File: src/rtl/data_mem_ctrl_if.sv
// Core/memory signal bundle for data_mem_ctrl: control-unit requests, stall and load return,
// and the registered request/ready handshake toward the variable-latency data memory.
interface data_mem_ctrl_if;
  logic       READ_REQ;
  logic       WRITE_REQ;
  logic [7:0] ADDRESS;
  logic [7:0] WRITEDATA;
  logic       BUSYWAIT;
  logic [7:0] READDATA;
  logic       LOAD_WE;
  logic       MEM_READ;
  logic       MEM_WRITE;
  logic [7:0] MEM_ADDRESS;
  logic [7:0] MEM_WRITEDATA;
  logic [7:0] MEM_READDATA;
  logic       MEM_READY;
  logic       MEM_ERROR;

  modport slave (
    input  READ_REQ, WRITE_REQ, ADDRESS, WRITEDATA, MEM_READDATA, MEM_READY,
    output BUSYWAIT, READDATA, LOAD_WE, MEM_READ, MEM_WRITE, MEM_ADDRESS,
           MEM_WRITEDATA, MEM_ERROR
  );

  modport master (
    output READ_REQ, WRITE_REQ, ADDRESS, WRITEDATA, MEM_READDATA, MEM_READY,
    input  BUSYWAIT, READDATA, LOAD_WE, MEM_READ, MEM_WRITE, MEM_ADDRESS,
           MEM_WRITEDATA, MEM_ERROR
  );
endinterface

File: src/rtl/data_mem_ctrl.sv
// Load/store sequencer stalling the 8-bit core with BUSYWAIT until data memory answers.
// Optional access timeout with sticky MEM_ERROR is enabled by defining DATA_MEM_TIMEOUT_EN.
module data_mem_ctrl #(
  parameter logic [7:0] TIMEOUT = 8'd255
) (
  input  logic           CLK,
  input  logic           RESET,
  data_mem_ctrl_if.slave bus
);

  typedef enum logic [1:0] {
    IDLE  = 2'd0,
    READ  = 2'd1,
    WRITE = 2'd2,
    DONE  = 2'd3
  } state_e;

  state_e     state_q, state_d;
  logic [7:0] rdata_q, rdata_d;
  logic       load_we_q, load_we_d;
  logic       mem_read_q, mem_read_d;
  logic       mem_write_q, mem_write_d;
  logic [7:0] addr_q, addr_d;
  logic [7:0] wdata_q, wdata_d;

`ifdef DATA_MEM_TIMEOUT_EN
  logic [7:0] cnt_q, cnt_d;
  logic       err_q, err_d;

  always_ff @(posedge CLK) begin
    if (RESET) begin
      cnt_q <= 8'd0;
      err_q <= 1'b0;
    end else begin
      cnt_q <= cnt_d;
      err_q <= err_d;
    end
  end

  assign bus.MEM_ERROR = err_q;
`else
  logic unused_timeout_s;
  assign unused_timeout_s = ^TIMEOUT;
  assign bus.MEM_ERROR    = 1'b0;
`endif

  always_ff @(posedge CLK) begin
    if (RESET) begin
      state_q     <= IDLE;
      rdata_q     <= 8'h00;
      load_we_q   <= 1'b0;
      mem_read_q  <= 1'b0;
      mem_write_q <= 1'b0;
      addr_q      <= 8'h00;
      wdata_q     <= 8'h00;
    end else begin
      state_q     <= state_d;
      rdata_q     <= rdata_d;
      load_we_q   <= load_we_d;
      mem_read_q  <= mem_read_d;
      mem_write_q <= mem_write_d;
      addr_q      <= addr_d;
      wdata_q     <= wdata_d;
    end
  end

  always_comb begin
    state_d     = state_q;
    rdata_d     = rdata_q;
    load_we_d   = 1'b0;
    mem_read_d  = mem_read_q;
    mem_write_d = mem_write_q;
    addr_d      = addr_q;
    wdata_d     = wdata_q;
`ifdef DATA_MEM_TIMEOUT_EN
    cnt_d       = cnt_q;
    err_d       = err_q;
`endif
    case (state_q)
      IDLE: begin
`ifdef DATA_MEM_TIMEOUT_EN
        cnt_d = 8'd0;
`endif
        // A read wins over a simultaneous write; the write is dropped.
        if (bus.READ_REQ) begin
          addr_d     = bus.ADDRESS;
          mem_read_d = 1'b1;
          state_d    = READ;
        end else if (bus.WRITE_REQ) begin
          addr_d      = bus.ADDRESS;
          wdata_d     = bus.WRITEDATA;
          mem_write_d = 1'b1;
          state_d     = WRITE;
        end else begin
          state_d = IDLE;
        end
      end
      READ, WRITE: begin
        if (bus.MEM_READY) begin
          mem_read_d  = 1'b0;
          mem_write_d = 1'b0;
          state_d     = DONE;
          if (state_q == READ) begin
            rdata_d   = bus.MEM_READDATA;
            load_we_d = 1'b1;
          end else begin
            load_we_d = 1'b0;
          end
        end else begin
`ifdef DATA_MEM_TIMEOUT_EN
          // Abort on the cycle the count would reach TIMEOUT: TIMEOUT cycles spent waiting.
          if (cnt_q == TIMEOUT - 8'd1) begin
            mem_read_d  = 1'b0;
            mem_write_d = 1'b0;
            err_d       = 1'b1;
            state_d     = DONE;
          end else begin
            cnt_d = cnt_q + 8'd1;
          end
`else
          state_d = state_q;
`endif
        end
      end
      DONE: begin
        state_d = IDLE;
      end
      default: begin
        state_d = IDLE;
      end
    endcase
  end

  assign bus.BUSYWAIT      = (state_q == READ) || (state_q == WRITE) ||
                             ((state_q == IDLE) && (bus.READ_REQ || bus.WRITE_REQ));
  assign bus.READDATA      = rdata_q;
  assign bus.LOAD_WE       = load_we_q;
  assign bus.MEM_READ      = mem_read_q;
  assign bus.MEM_WRITE     = mem_write_q;
  assign bus.MEM_ADDRESS   = addr_q;
  assign bus.MEM_WRITEDATA = wdata_q;

endmodule
File: src/flat_wrapper.sv
// flat-port wrapper written by rule: the top's interface ports become plain ports
module data_mem_ctrl_flat 
#(
  parameter logic [7:0] TIMEOUT = 8'd255
)
  (CLK, RESET, bus_READ_REQ, bus_WRITE_REQ, bus_ADDRESS, bus_WRITEDATA, bus_MEM_READDATA, bus_MEM_READY, bus_BUSYWAIT, bus_READDATA, bus_LOAD_WE, bus_MEM_READ, bus_MEM_WRITE, bus_MEM_ADDRESS, bus_MEM_WRITEDATA, bus_MEM_ERROR);
  data_mem_ctrl_if bus_i ();
  input  logic CLK;
  input  logic RESET;
  input wire logic [$bits(bus_i.READ_REQ)-1:0] bus_READ_REQ;
  input wire logic [$bits(bus_i.WRITE_REQ)-1:0] bus_WRITE_REQ;
  input wire logic [$bits(bus_i.ADDRESS)-1:0] bus_ADDRESS;
  input wire logic [$bits(bus_i.WRITEDATA)-1:0] bus_WRITEDATA;
  input wire logic [$bits(bus_i.MEM_READDATA)-1:0] bus_MEM_READDATA;
  input wire logic [$bits(bus_i.MEM_READY)-1:0] bus_MEM_READY;
  output wire logic [$bits(bus_i.BUSYWAIT)-1:0] bus_BUSYWAIT;
  output wire logic [$bits(bus_i.READDATA)-1:0] bus_READDATA;
  output wire logic [$bits(bus_i.LOAD_WE)-1:0] bus_LOAD_WE;
  output wire logic [$bits(bus_i.MEM_READ)-1:0] bus_MEM_READ;
  output wire logic [$bits(bus_i.MEM_WRITE)-1:0] bus_MEM_WRITE;
  output wire logic [$bits(bus_i.MEM_ADDRESS)-1:0] bus_MEM_ADDRESS;
  output wire logic [$bits(bus_i.MEM_WRITEDATA)-1:0] bus_MEM_WRITEDATA;
  output wire logic [$bits(bus_i.MEM_ERROR)-1:0] bus_MEM_ERROR;
  assign bus_i.READ_REQ = bus_READ_REQ;
  assign bus_i.WRITE_REQ = bus_WRITE_REQ;
  assign bus_i.ADDRESS = bus_ADDRESS;
  assign bus_i.WRITEDATA = bus_WRITEDATA;
  assign bus_i.MEM_READDATA = bus_MEM_READDATA;
  assign bus_i.MEM_READY = bus_MEM_READY;
  assign bus_BUSYWAIT = bus_i.BUSYWAIT;
  assign bus_READDATA = bus_i.READDATA;
  assign bus_LOAD_WE = bus_i.LOAD_WE;
  assign bus_MEM_READ = bus_i.MEM_READ;
  assign bus_MEM_WRITE = bus_i.MEM_WRITE;
  assign bus_MEM_ADDRESS = bus_i.MEM_ADDRESS;
  assign bus_MEM_WRITEDATA = bus_i.MEM_WRITEDATA;
  assign bus_MEM_ERROR = bus_i.MEM_ERROR;
  data_mem_ctrl #(.TIMEOUT(TIMEOUT)) u_core (.CLK(CLK), .RESET(RESET), .bus(bus_i));
endmodule
File: config.mk
export PLATFORM = sky130hd
export DESIGN_NAME = data_mem_ctrl_flat
export DESIGN_NICKNAME = d
export VERILOG_FILES = /design/src/rtl/data_mem_ctrl_if.sv /design/src/rtl/data_mem_ctrl.sv /design/src/flat_wrapper.sv
export SDC_FILE = /design/constraint.sdc
export NUM_CORES = 1
export LEC_CHECK = 0
export CORE_MARGIN = 4
export CORE_UTILIZATION = 35
export DETAILED_ROUTE_END_ITERATION = 6
export HOLD_SLACK_MARGIN = 0.05
export PLACE_DENSITY_LB_ADDON = 0.2
export SLEW_MARGIN = 20
export SYNTH_ARGS = -nofsm -noshare
export SYNTH_HDL_FRONTEND = slang
export SYNTH_SLANG_ARGS = --single-unit
File: constraint.sdc
create_clock -name CLK -period 1.2 [get_ports CLK]
set_input_delay 0.24 -clock CLK [delete_from_list [all_inputs] [get_ports CLK]]
set_output_delay 0.24 -clock CLK [all_outputs]
set_load 0.02 [all_outputs]
==> results.toml, run 1 <==
[setup_path]
crit_arrival_ps = 1220
slowest_delay_ps = 360
worstPathCellList = "inv_4 > ha_4 > nand2b_4 > buf_6"
critPathKind = "reg2out"
cp-start-kind = "flop"
cp-end-kind = "output port"
reg2reg_slack_ps = -110
reg2reg_to = "u_core.bus.MEM_WRITE$_SDFFE_PP0P_"
cpMaxStageDelayCell = "dfxtp_2"
reg2reg_depth = 6
r2r_start = "u_core.state_q[0]$_SDFFE_PP0P_"
required_ps = 960
crit_path_max_fanout = 3

[global_route]
grt_pass1_vias = 1208
grt_first_pass_wirelength_mm = 5.16
grt_max_degree = 17
antenna_found_initial = 0
grt_use_total = 0.159
overflow = 0

[floorplanning]
start_util = 0.374
chipWidth_um = 65.8
core.rowCount = 20
die_area_um2 = 4330
boundaryPins = 58
core-area_um2 = 3130
chipHeight_um = 65.8

[sta]
worst_clock_skew_ps = 7.35
finalCriticalPeriod_ps = 1460
finalHoldViolCount = 0
setup_ws_ps = -261
report.final.slew_viol_count = 0
rsz0062_at_grt = "true"
setup_viol = 16
fin_setup_tns_ps = -912
min_period_over_period = 1.22
fmax_ghz = 0.684

[final_layout]
drive_above_1_share = 0.345
final_cells = 241
diodes = 0
final_cell_mix = "clkdlybuf4s50_1 (27), dfxtp_1 (27), buf_2 (23), nor2_1 (20), mux2i_1 (15)"
final_nets = 228
area_growth_syn_to_layout_pct = 64.2

[placed_design]
place.gp.congestion = 0.793
portBuffers = 56
dp.cells = 233
hpwlAfterDp_mm = 2.40
dp_slack_ps = -550

[pwr]
p_leak_nw = 0.884
power.density_nw_per_um2 = 2050
power_mw = 3.94
peakVddDrop_uv = 989

[yosys]
synthArstFlopShare = 0
syn_avg_cell_area_um2 = 9.42
synth.distinct_cells = 26
netlist_instances = 124
ys_warn_count = 0
synth_edf_count = 0
synth_ff_type = "dfxtp_1"
synthesis.area_um2 = 1170
synth-seq-cells = 29
synth-seq-area-share = 0.497
syn-num-nets = 156

[routing]
drc_errors = 0
drtPass1Iterations = 4
wl_per_cell_um = 13.0
viasPerCell = 4.51
vias = 1088
ant_nets = 0
drt-total-wl_mm = 3.14
drtIter0Drc = 29

[outcome]
status = "complete, but fails checks"
violations = "setup timing"

[cts]
cts-root-buf = "clkbuf_4"
clkSinkCount = 29
clk_pin_slew_worst_paths_ps = 90
cts_max_path_buffers = 2
worstSkewPairLatency_ps = 320
numCtsBuffers = 5
tritoncts = "done"
cts_hold_buf = 0
cts.htree.levels = 2

[min_path]
worstHoldPathCells = 5
hold_end = "u_core.bus.MEM_WRITE$_SDFFE_PP0P_"
hold_path_class = "in2reg"
hp-start = "bus_READ_REQ"

[job]
cap_violations = 0
==> metal layers <==
metal	GRT usage	wire, um	up-vias	share of wire
li1	-	-	556	-
met3	0.0510	185	8	0.059
met5	0	0	-	0
met4	0.0855	68	0	0.022
met1	0.160	1220	495	0.39
met2	0.288	1670	29	0.53
==> worst max path at each step <==
stage / endpoint / cells after the start / start
6_report: bus_BUSYWAIT / 4 / u_core.state_q[1]$_SDFFE_PP0P_
5_1_grt: bus_BUSYWAIT / 4 / u_core.state_q[1]$_SDFFE_PP0P_
4_1_cts: bus_BUSYWAIT / 4 / u_core.state_q[1]$_SDFFE_PP0P_
3_5_place_dp: bus_BUSYWAIT / 4 / bus_READ_REQ
3_3_place_gp: bus_BUSYWAIT / 4 / bus_READ_REQ
2_1_floorplan: u_core.bus.MEM_WRITE$_SDFFE_PP0P_ / 5 / u_core.state_q[1]$_SDFFE_PP0P_
==> layout make-up <==
class                   count  area [um^2]
repair buffers             72          594
flip-flops and latches     29          583
inverters                   4         20.0
well taps                  44         55.1
multi-input cells          84          618
clock buffers               8         48.8
fillers                   290         1210
==> critical path, delay by kind of cell (launching register included) <==
family | cells | cell delay (ps)
adders and majority gates | 1 | 230
buffers and inverters | 2 | 170
DFF | 1 | 360
and+or+nand+nor | 1 | 130
==> state kept, by name, summed over array words and instances (netlist names) <==
| register | count |
|---|---|
| u_core.bus.MEM_WRITEDATA | 8 |
| u_core.bus.MEM_WRITE | 1 |
| u_core.bus.READDATA | 8 |
| u_core.bus.MEM_ADDRESS | 8 |
| u_core.bus.LOAD_WE | 1 |
| u_core.state_q | 2 |
| u_core.bus.MEM_READ | 1 |
==> per-stage QoR <==
step,hold WS [ps],util,cell area [um^2]
after floorplan,384,-,1190
after global placement,443,0.607,1900
after detailed placement,449,0.607,1900
after CTS,455,0.650,2030
after global routing,439,0.614,1920
final,421,0.614,1920
==> where the power goes <==
part | switching [mW] | internal [mW] | total [mW]
sequential | 0.115 | 1.17 | 1.28
clock | 0.313 | 0.233 | 0.546
combinational | 1.05 | 1.06 | 2.11
total | 1.48 | 2.46 | 3.94
==> cell usage after synthesis, types with 2 or more instances <==
cell,count,area (um^2)
nor2_1,20,75.1
buf_2,2,10.0
nand2_1,12,45.0
nand2b_1,2,12.5
dfxtp_1,29,581
mux2i_1,16,160
ha_1,3,37.5
inv_1,4,15.0
nor2b_1,2,12.5
nand3_1,8,40.0
buf_4,3,22.5
a21oi_1,9,45.0
==> repair_timing <==
action,in CTS,in global routing
gates resized for setup,106,27
pin swaps,5,6
setup buffers,1,0
endpoints found under the setup margin,57,46
==> logic make-up (layout without fill, tap and decap cells) <==
| kind of cell | count (synthesis) | count (layout) | synth area share |
|---|---|---|---|
| other | 1 | 1 | 0.00321 |
| multiplexers | 16 | 16 | 0.137 |
| AO/OA/AOI/OAI | 16 | 16 | 0.0942 |
| adder cells (fa/ha/maj) | 3 | 3 | 0.0321 |
| flip-flops | 29 | 29 | 0.497 |
| AND/OR/NAND/NOR | 48 | 48 | 0.186 |
| buffers and inverters | 11 | 84 | 0.0503 |
No activity file was read; power rests on OpenSTA's default activity.
==> run 2: changes to the inputs <==
- ABC_AREA: not set -> 1
- CTS_CLUSTER_DIAMETER: not set -> 150
==> run 2 against run 1 <==
  * The flow still finishes with violations (setup timing)
  * Critical endpoint unchanged
  * Largest cell class unchanged
  * Clock skew is 2.6 ps higher
  * Synthesized area decreased by 0.75%
  * Fmax down 2.8%
  * Flip-flop and latch count stayed put
  * Hold slack gained 25 ps
  * Combinational power rose by 16%
  * First-iteration DRC count is 14% higher
  * Sequential share of layout area decreased by 1.5 points
  * Via count increased by 15%
  * Sequential power up 7%
==> results.toml, run 2 <==
[floorplanning]
start_util = 0.374
chipWidth_um = 65.6
chipHeight_um = 65.6
die_area_um2 = 4300
core-area_um2 = 3100
core.rowCount = 20
boundaryPins = 58

[outcome]
violations = "setup timing"
status = "complete, but fails checks"

[job]
cap_violations = 0

[yosys]
synthArstFlopShare = 0
ys_top_cells_by_count = "nor2_1 (33), dfxtp_1 (29), o21ai_0 (23)"
syn_avg_cell_area_um2 = 7.89
syn-num-nets = 179
synth.distinct_cells = 21
synth_edf_count = 0
synthesis.area_um2 = 1160
ys_warn_count = 0
yosysTopAreaCellShare = 0.501
synth-seq-cells = 29
yosysMostFrequentCell = "nor2_1"
netlist_instances = 147
synth-seq-area-share = 0.501
yosys-top-cells-area = "dfxtp_1 (50%), nor2_1 (11%), o21ai_0 (9.9%), inv_1 (5.5%), a21oi_1 (4.3%)"
synth_ff_type = "dfxtp_1"
synth_area_leader_cell = "dfxtp_1"

[routing]
vias = 1255
wl_per_cell_um = 12.9
viasPerCell = 4.67
drtPass1Iterations = 4
ant_nets = 0
drtIter0Drc = 33
drc_errors = 0
drt-total-wl_mm = 3.47

[pwr]
sw_frac_of_total = 0.414
power.density_nw_per_um2 = 2220
p_comb_frac = 0.544
internal_power_mw = 2.63
p_switching_mw = 1.86
peakVddDrop_uv = 1280
clock_power_share = 0.151
p_leak_nw = 0.908
pwr-share-seq = 0.305

[cts]
cts_max_path_buffers = 2
tritoncts = "done"
cts.htree.levels = 2
cts-root-buf = "clkbuf_4"
clkSinkCount = 29
cts_hold_buf = 0
worstSkewPairLatency_ps = 320
clk_pin_slew_worst_paths_ps = 100
numCtsBuffers = 5

[setup_path]
required_ps = 960
crit_path_max_fanout = 3
critPathKind = "reg2out"
cp-end-kind = "output port"
cp-start-kind = "flop"
crit_arrival_ps = 1260

[sta]
setup_ws_ps = -304
rsz0062_at_grt = "true"
fmax_ghz = 0.665
hold_ws_ps = 446
finalHoldViolCount = 0
report.final.slew_viol_count = 0
worst_clock_skew_ps = 9.98
setup_viol = 4
finalCriticalPeriod_ps = 1500
min_period_over_period = 1.25

[final_layout]
final_cell_mix = "clkdlybuf4s50_1 (28), nor2_1 (27), dfxtp_1 (27), buf_2 (23), o21ai_1 (15)"
area_growth_syn_to_layout_pct = 74.0
final_nets = 256
diodes = 0
final_common_cell = "clkdlybuf4s50_1"
drive_above_1_share = 0.436

[placed_design]
portBuffers = 56
hpwlAfterDp_mm = 2.57
dp_slack_ps = -615
place.gp.congestion = 0.817

[global_route]
grt_max_degree = 14
antenna_found_initial = 0
grt_first_pass_wirelength_mm = 5.74
grt_pass1_vias = 1257
grt_use_total = 0.177
overflow = 0

[min_path]
hold_path_class = "reg2reg"
run 2: power by group through the flow:
stage,clock network [mW],logic (mW),registers (mW)
6_report,0.677,2.44,1.37
5_1_grt,0.746,2.64,1.40
4_1_cts,0.699,2.37,1.36
3_5_place_dp,0,2.12,1.35
3_3_place_gp,0,2.05,1.34
2_1_floorplan,0,0.824,1.62
run 2: metrics by stage:
stage	cells	setup TNS (ps)	power, mW	instance area [um^2]	utilization
after floorplan	147	-13.7	2.45	1170	-
after global placement	259	-4340	3.39	1890	0.610
after detailed placement	259	-5700	3.47	1890	0.610
after CTS	269	-989	4.43	2070	0.666
after global routing	269	-851	4.79	2020	0.650
final	269	-371	4.48	2020	0.650
run 2: layer usage:
layer	GRT usage	vias to the layer above	share of wire
li1	-	625	-
met2	0.326	36	0.54
met3	0.0650	6	0.066
met4	0.0544	0	0.014
met5	0	-	0
met1	0.186	588	0.38
run 2: what timing repair did:
action	4_1_cts	5_1_grt
pin swaps	5	6
buffers inserted	2	2
setup endpoints to repair	55	43
gates resized for setup	130	46
cloned	1	0
run 2: critical path: stages (launching register included):
cell and delay, ps:
dfxtp_2 370, inv_4 60, ha_4 180, nand2_4 70, nand2_4 60, inv_4 50
nand2_2 40, buf_6 120
run 2: cells by family after synthesis:
kind of cell	after synthesis	synth area share
other	1	0.00323
AOI/OAI and AO/OA	37	0.170
and+or+nand+nor	54	0.201
buffers and inverters	23	0.0928
DFF	29	0.501
adders and majority gates	3	0.0324
run 2: layout make-up:
cell class                      instances  area (um^2)
Timing Repair Buffer                   73          612
Tap cell                               44         55.1
Multi-Input combinational cell         96          619
Fill cell                             296         1080
Clock inverter                          1         5.00
Inverter                               19         78.8
Sequential cell                        29          583
Clock buffer                            7         65.1
run 2: worst paths after layout:
path	start	endpoint	slack, ps	cells past startpoint
worst max-delay path	u_core.state_q[1]$_SDFFE_PP0P_	bus_BUSYWAIT	-300	7
worst min-delay path	u_core.bus.MEM_WRITEDATA[4]$_SDFFE_PP0P_	u_core.bus.MEM_WRITEDATA[4]$_SDFFE_PP0P_	450	2
worst max register to register	u_core.state_q[0]$_SDFFE_PP0P_	u_core.bus.MEM_WRITE$_SDFFE_PP0P_	-40	9
worst min register to register	u_core.bus.MEM_WRITEDATA[4]$_SDFFE_PP0P_	u_core.bus.MEM_WRITEDATA[4]$_SDFFE_PP0P_	450	2
